--- config.mk ---
export PLATFORM = sky130hd
export DESIGN_NAME = score_bcd_converter_flat
export DESIGN_NICKNAME = d
export VERILOG_FILES = /design/src/rtl/score_bcd_converter_pkg.sv /design/src/rtl/score_bcd_converter_if.sv /design/src/rtl/bcd_digit_adjust.sv /design/src/rtl/score_bcd_converter.sv /design/src/flat_wrapper.sv
export SDC_FILE = /design/constraint.sdc
export NUM_CORES = 1
export LEC_CHECK = 0
export ABC_AREA = 1
export CAP_MARGIN = 20
export CORE_MARGIN = 1.5
export CORE_UTILIZATION = 54
export CTS_CLUSTER_DIAMETER = 120
export CTS_CLUSTER_SIZE = 8
export DETAILED_ROUTE_END_ITERATION = 10
export HOLD_SLACK_MARGIN = 0.08
export PLACE_DENSITY = 0.88
export SYNTH_ARGS = -nofsm -noshare
export SYNTH_HDL_FRONTEND = slang
export SYNTH_SLANG_ARGS = --single-unit
--- constraint.sdc ---
create_clock -name clk -period 1.78 [get_ports clk]
set_input_delay 0.356 -clock clk [delete_from_list [all_inputs] [get_ports clk]]
set_output_delay 0.356 -clock clk [all_outputs]
set_load 0.02 [all_outputs]
--- src/rtl/score_bcd_converter_pkg.sv ---
// Shared types and constants for the binary-to-BCD score converter.
package score_bcd_converter_pkg;

    typedef enum logic [1:0] {
        IDLE    = 2'd0,
        CONVERT = 2'd1,
        DONE    = 2'd2
    } state_t;

    localparam logic [3:0] BCD_ADJUST_THRESHOLD = 4'd5;
    localparam logic [3:0] BCD_ADJUST_ADD       = 4'd3;

endpackage

--- src/rtl/score_bcd_converter_if.sv ---
// Request/result bundle between a score source and the BCD converter.
interface score_bcd_converter_if #(
    parameter int unsigned WIDTH  = 13,
    parameter int unsigned DIGITS = 4
);
    logic                  start;
    logic [WIDTH-1:0]      binary;
    logic                  busy;
    logic                  done;
    logic [4*DIGITS-1:0]   bcd;

    modport master (output start, output binary, input busy, input done, input bcd);
    modport slave  (input start, input binary, output busy, output done, output bcd);
endinterface

--- src/rtl/bcd_digit_adjust.sv ---
// Double-dabble correction for one BCD digit: add 3 when the digit is 5 or more.
module bcd_digit_adjust
    import score_bcd_converter_pkg::*;
(
    input  logic [3:0] digit,
    output logic [3:0] adjusted
);

    // Inputs never exceed 9, so the 4-bit sum cannot overflow.
    assign adjusted = (digit >= BCD_ADJUST_THRESHOLD) ? digit + BCD_ADJUST_ADD : digit;

endmodule

--- src/rtl/score_bcd_converter.sv ---
// Sequential shift-and-add-3 converter: one bit per cycle, result latched on completion.
module score_bcd_converter
    import score_bcd_converter_pkg::*;
#(
    parameter int unsigned WIDTH  = 13,
    parameter int unsigned DIGITS = 4
) (
    input logic                  clk,
    input logic                  rst,
    score_bcd_converter_if.slave bus
);

    localparam int unsigned CNT_W = $clog2(WIDTH + 1);
    localparam int unsigned BCD_W = 4 * DIGITS;
    localparam int unsigned CMB_W = BCD_W + WIDTH;

    state_t             state_q, state_d;
    logic [CNT_W-1:0]   cnt_q, cnt_d;
    logic [BCD_W-1:0]   acc_q, acc_d;
    logic [WIDTH-1:0]   sr_q, sr_d;
    logic [BCD_W-1:0]   bcd_q, bcd_d;
    logic [BCD_W-1:0]   adj;
    logic [CMB_W-1:0]   shifted;

    for (genvar k = 0; k < DIGITS; k++) begin : g_adj
        bcd_digit_adjust u_adj (
            .digit    (acc_q[4*k +: 4]),
            .adjusted (adj[4*k +: 4])
        );
    end

    // The adjusted accumulator's MSB shifts out; it is always zero for valid sizing.
    assign shifted = {adj, sr_q} << 1;

    always_comb begin
        state_d = state_q;
        cnt_d   = cnt_q;
        acc_d   = acc_q;
        sr_d    = sr_q;
        bcd_d   = bcd_q;
        unique case (state_q)
            IDLE: begin
                if (bus.start) begin
                    state_d = CONVERT;
                    sr_d    = bus.binary;
                    acc_d   = '0;
                    cnt_d   = '0;
                end
            end
            CONVERT: begin
                acc_d = shifted[CMB_W-1:WIDTH];
                sr_d  = shifted[WIDTH-1:0];
                cnt_d = cnt_q + 1'b1;
                if (cnt_q == CNT_W'(WIDTH - 1)) begin
                    state_d = DONE;
                    bcd_d   = shifted[CMB_W-1:WIDTH];
                end
            end
            DONE: begin
                state_d = IDLE;
            end
            default: begin
                state_d = IDLE;
            end
        endcase
    end

    always_ff @(posedge clk or posedge rst) begin
        if (rst) begin
            state_q <= IDLE;
            cnt_q   <= '0;
            acc_q   <= '0;
            sr_q    <= '0;
            bcd_q   <= '0;
        end else begin
            state_q <= state_d;
            cnt_q   <= cnt_d;
            acc_q   <= acc_d;
            sr_q    <= sr_d;
            bcd_q   <= bcd_d;
        end
    end

    assign bus.busy = (state_q == CONVERT);
    assign bus.done = (state_q == DONE);
    assign bus.bcd  = bcd_q;

endmodule

--- src/flat_wrapper.sv ---
// flat-port wrapper written by rule: the top's interface ports become plain ports
module score_bcd_converter_flat import score_bcd_converter_pkg::*;
#(
    parameter int unsigned WIDTH  = 13,
    parameter int unsigned DIGITS = 4
)
  (clk, rst, bus_start, bus_binary, bus_busy, bus_done, bus_bcd);
  score_bcd_converter_if #(.WIDTH(WIDTH), .DIGITS(DIGITS)) bus_i ();
  input logic clk;
  input logic rst;
  input wire logic [$bits(bus_i.start)-1:0] bus_start;
  input wire logic [$bits(bus_i.binary)-1:0] bus_binary;
  output wire logic [$bits(bus_i.busy)-1:0] bus_busy;
  output wire logic [$bits(bus_i.done)-1:0] bus_done;
  output wire logic [$bits(bus_i.bcd)-1:0] bus_bcd;
  assign bus_i.start = bus_start;
  assign bus_i.binary = bus_binary;
  assign bus_busy = bus_i.busy;
  assign bus_done = bus_i.done;
  assign bus_bcd = bus_i.bcd;
  score_bcd_converter #(.WIDTH(WIDTH), .DIGITS(DIGITS)) u_core (.clk(clk), .rst(rst), .bus(bus_i));
endmodule
Word level (Yosys, flattened, before mapping). Index checks and enable logic that the tools add are counted.

Reductions and logical operators: 5. Magnitude comparators: 4. Muxes and demuxes: 13. Equal/unequal tests: 5. Add/sub/neg operators: 5.

Operators with widths (number): $pmux W16 S2 (1); $pmux W13 S2 (1); $ge A4 B3 Y1 const B (4); $mux W16 (1); $mux W4 (4); $mux W13 (1); $add A4 B2 Y4 const B (3); $pmux W4 S2 (1); $reduce_and A2 Y1 (3); $add A4 B1 Y4 const B (1); $eq A4 B4 Y1 const B (1); $mux W2 (2); $pmux W2 S2 (1); $add A3 B2 Y3 const B (1); $mux W3 (1); $eq A2 B1 Y1 const B (1); $eq A2 B2 Y1 const B (1); $logic_not A2 Y1 (1); $ne A2 B1 Y1 const B (1); $ne A2 B2 Y1 const B (1); $reduce_bool A2 Y1 (1).

Flip-flop bits (word level): 51. Output and inout port bits: 18.

Longest topological paths before layout.
Word-level depth: 3. Gate-level depth with buffers: 8. Gate-level depth less buffers: 8.

By module. A second synthesis with hierarchy kept.

Cells, all modules: 336. Area total of the unflattened synthesis: 2723.9 µm².

Modules (own cells, without submodules): score_bcd_converter (times used 1, area each 2183.3 µm², cells each 244); bcd_digit_adjust (times used 4, area each 135.1 µm², cells each 23).

Least setup slack after synthesis. No wires, ideal clock.

Kind: register to register. Start: register u_core.cnt_q[0]. End: register u_core.bcd_q[11] (netlist: u_core.bus.bcd[11]). Setup slack: 0.502 ns. Cell stages (with the launch flop): 9. Arrival time: 1.154 ns. Path through: dfrtp_1 > inv_1 > ha_1 > nand3_1 > nor2_4 > inv_1 > buf_2 > nand2_1 > o21ai_1.

Word-level cells in the longest chain between the ends: 2.

Ends and longest elaborated chain: start, declared (line score_bcd_converter.sv:18) `logic [CNT_W-1:0] cnt_q, cnt_d;`; start signal, assigned (line score_bcd_converter.sv:77) `cnt_q <= cnt_d;`; $eq A4 B4 Y1 (line score_bcd_converter.sv:54) `if (cnt_q == CNT_W'(WIDTH - 1)) begin`; $reduce_and A2 Y1 (no source line); end signal, assigned (line score_bcd_converter.sv:74) `bcd_q <= '0;`; end signal, assigned (line score_bcd_converter.sv:80) `bcd_q <= bcd_d;`; end, declared (line score_bcd_converter.sv:21) `logic [BCD_W-1:0] bcd_q, bcd_d;`.

No other way between the ends. A chain may end at the register's enable or synchronous reset.

Final worst setup path.
Start: register u_core.state_q[1]. End: output port bus_busy.

Word-level cells in the longest chain between the ends: 1.

Ends and longest elaborated chain: start, declared (line score_bcd_converter.sv:17) `state_t state_q, state_d;`; start signal, assigned (line score_bcd_converter.sv:76) `state_q <= state_d;`; $eq A2 B1 Y1 (line score_bcd_converter.sv:84) `assign bus.busy = (state_q == CONVERT);`; end, declared (line flat_wrapper.sv:13) `output wire logic [$bits(bus_i.busy)-1:0] bus_busy;`.

No other way between the ends.

==> run_results.csv <==
group,metric,value,unit
run_status,status,"finished, final reports clean",
clocking,cts_setup_buffers,0,
route,met3_length,265,um
sta,maxSlewViolCount,0,
yosys,ys_ff_latch,51,
yosys,netlist_instances,302,
clocking,clk_latency,0.31,ns
route,drt_iter0_drc,162,
sta,relSlewSlack,0.552,
route,post_drt_wl_per_cell,12.7,um
yosys,synth_area_leader_cell,"dfrtp_1",
floorplanning,start_util,0.564,
setup_path,arrival,1.32,ns
clocking,cts.sinks,51,
clocking,numCtsBuffers,5,
sta,final_hold_viol_count,0,
cells_and_area,drive_gt1_frac,0.0557,
setup_path,critPathKind,"flop to output port",
job,max_cap_violations,0,
yosys,ys_warn_count,0,
sta,period_needed,1.67,ns
floorplanning,num_rows,24,
route,dr.pass1.iters,4,
global_routing,grt_overflow_total,0,
global_routing,grt_start_max_net_pins,29,
sta,setup_viol,0,
setup_path,reg2reg_depth,5,
route,via_per_inst,5.25,
yosys,avgSynthCellArea,8.12,sq um
setup_path,critPathMaxFanout,9,
power_and_ir_drop,ir_worst_vdd,657,uV
route,drt-met1-wl,2.16,mm
placement,portBuffers,33,
route,ant_nets,0,
setup_path,endpoint_kind,"output port",
yosys,syn_nets,328,
global_routing,grt_usage,0.225,
yosys,async_reset_ff_frac,1.00,
yosys,yosys.cell_types.count,18,
setup_path,start_kind,"flop",
cells_and_area,postLayoutCoreUtil,0.679,
route,drc,0,
floorplanning,chipHeight,70.4,um
route,wl_met2,2.49,mm
placement,dp_hpwl,3.48,mm
floorplanning,die_area,4960,sq um
sta,rsz0062_at_grt,"false",
yosys,synth-edff-count,0,
cells_and_area,area_growth_syn_to_layout,20.5,%
sta,fin_skew,0.00918,ns
route,dr_total_vias,2064,
global_routing,grt_pass1_wl,8.85,mm
sta,fin_ws,0.106,ns
clocking,postCtsHoldBufs,0,
clocking,cts.htree.levels,2,
cells_and_area,diodes,0,
route,top_layer,"met4",
sta,timing.final.crit_share,0.940,
global_routing,grt_pass1_vias,2040,
yosys,synthTopCellsByArea,"dfrtp_1 (52%), nand2_1 (19%), nand3_1 (9.0%), ha_1 (5.1%), inv_1 (3.7%)",
yosys,netlist.area_leader.share,0.520,
yosys,synthFlopType,"dfrtp_1",
sta,tightest_slew,0.671,ns
power_and_ir_drop,leakage,1.50,nW
yosys,synth-seq-area-share,0.520,
sta,fmax,598,MHz
clocking,clockBufferDepth,2,
clocking,clockRootBuffer,"clkbuf_8",
power_and_ir_drop,p_per_area,1720,nW/um^2
placement,place_congestion,0.773,
yosys,yosysMostFrequentCell,"nand2_1",
clocking,cts_tree,"done",
floorplanning,fp.dieW,70.4,um
clocking,ctsResizeCount,2,
floorplanning,design.core.area,4350,sq um
placement,dpl_worst_slack,-0.00548,ns
clocking,clk_pin_slew,0.09,ns
route,wirelength,4.97,mm
setup_path,required,1.42,ns
hold_path,hp-class,"input pin to asynchronous set/reset pin",
floorplanning,pin_count,34,
cells_and_area,final_nets,366,
global_routing,antenna_found_initial,0,
cells_and_area,fillers,338,
yosys,synth_area,2450,sq um
cells_and_area,regArea,1280,sq um
cells_and_area,multi_input_area,1030,sq um
yosys,synthTopCellsByCount,"nand2_1 (124), dfrtp_1 (51), nand3_1 (44)",
critical path, stage by stage, from the launching register on:
cell and delay, ns:
dfrtp_1 0.38, inv_2 0.09, nand2_4 0.11, inv_1 0.09, dlygate4sd2_1 0.34
through the flow:
step	hold slack, ns	area (sq um)	TNS, ns	std cells	total power [mW]
2_1_floorplan	0.442	2450	0	302	3.65
3_3_place_gp	0.462	2870	0	385	4.32
3_5_place_dp	0.459	2870	-0.00699	385	4.43
4_1_cts	0.326	2960	0	393	5.10
5_1_grt	0.340	2960	0	393	5.54
6_report	0.315	2960	0	393	5.08
sequential cells by signal, indices dropped and copies added (netlist names):
name            flops
u_core.cnt_q        4
u_core.state_q      2
u_core.acc_q       16
u_core.sr_q        13
u_core.bus.bcd     16
layer usage:
layer	global-route usage	vias to the layer above
met5	0	-
met2	0.397	49
li1	-	1050
met3	0.0519	6
met4	0.0748	0
met1	0.269	959
layout by cell type (no fill, tap or decap):
| master | count |
|---|---|
| inv_2 | 2 |
| buf_4 | 5 |
| clkbuf_1 | 1 |
| dlygate4sd2_1 | 2 |
| clkinvlp_4 | 1 |
| nand2_4 | 1 |
| clkdlybuf4s50_1 | 31 |
| o211ai_1 | 1 |
| o22ai_1 | 4 |
| nor2_1 | 7 |
| nand2_1 | 124 |
| o21a_1 | 1 |
| nand3_1 | 44 |
| nor2_4 | 1 |
| buf_12 | 2 |
| o21ai_0 | 11 |
| o21ai_1 | 4 |
| ha_1 | 10 |
| clkinv_2 | 1 |
| nand4_1 | 8 |
| dfrtp_1 | 51 |
| nand2_2 | 1 |
| clkbuf_8 | 5 |
| inv_1 | 23 |
cells by family after synthesis:
family | synth area share
adder cells (fa/ha/maj) | 0.0510
AND/OR/NAND/NOR | 0.322
flip-flops | 0.520
AO/OA/AOI/OAI | 0.0469
buffers and inverters | 0.0597
worst paths after layout:
check	to	startpoint	slack [ns]
max	bus_busy	u_core.state_q[1]	0.11
min	u_core.sr_q[1]	rst	0.32
max reg2reg	u_core.acc_q[1]	u_core.state_q[0]	0.32
min reg2reg	u_core.sr_q[0]	u_core.sr_q[0]	0.47
max in group asynchronous	u_core.bus.bcd[10]	rst	1.06
min in group clk	u_core.sr_q[0]	u_core.sr_q[0]	0.47
report_power, final:
| part | internal (mW) | leakage (nW) | switching (mW) |
|---|---|---|---|
| logic | 0.952 | 0.814 | 1.46 |
| clock network | 0.275 | 0.0412 | 0.385 |
| registers | 1.66 | 0.643 | 0.347 |
layout make-up:
class	count	share of cell area
timing repair buffer	40	0.137
inverter	25	0.0317
tap	52	0.0220
clock buffer	6	0.0245
clock inverter	2	0.00423
multi-input combinational	217	0.349
sequential	51	0.432
No activity file was read; power rests on OpenSTA's default activity.
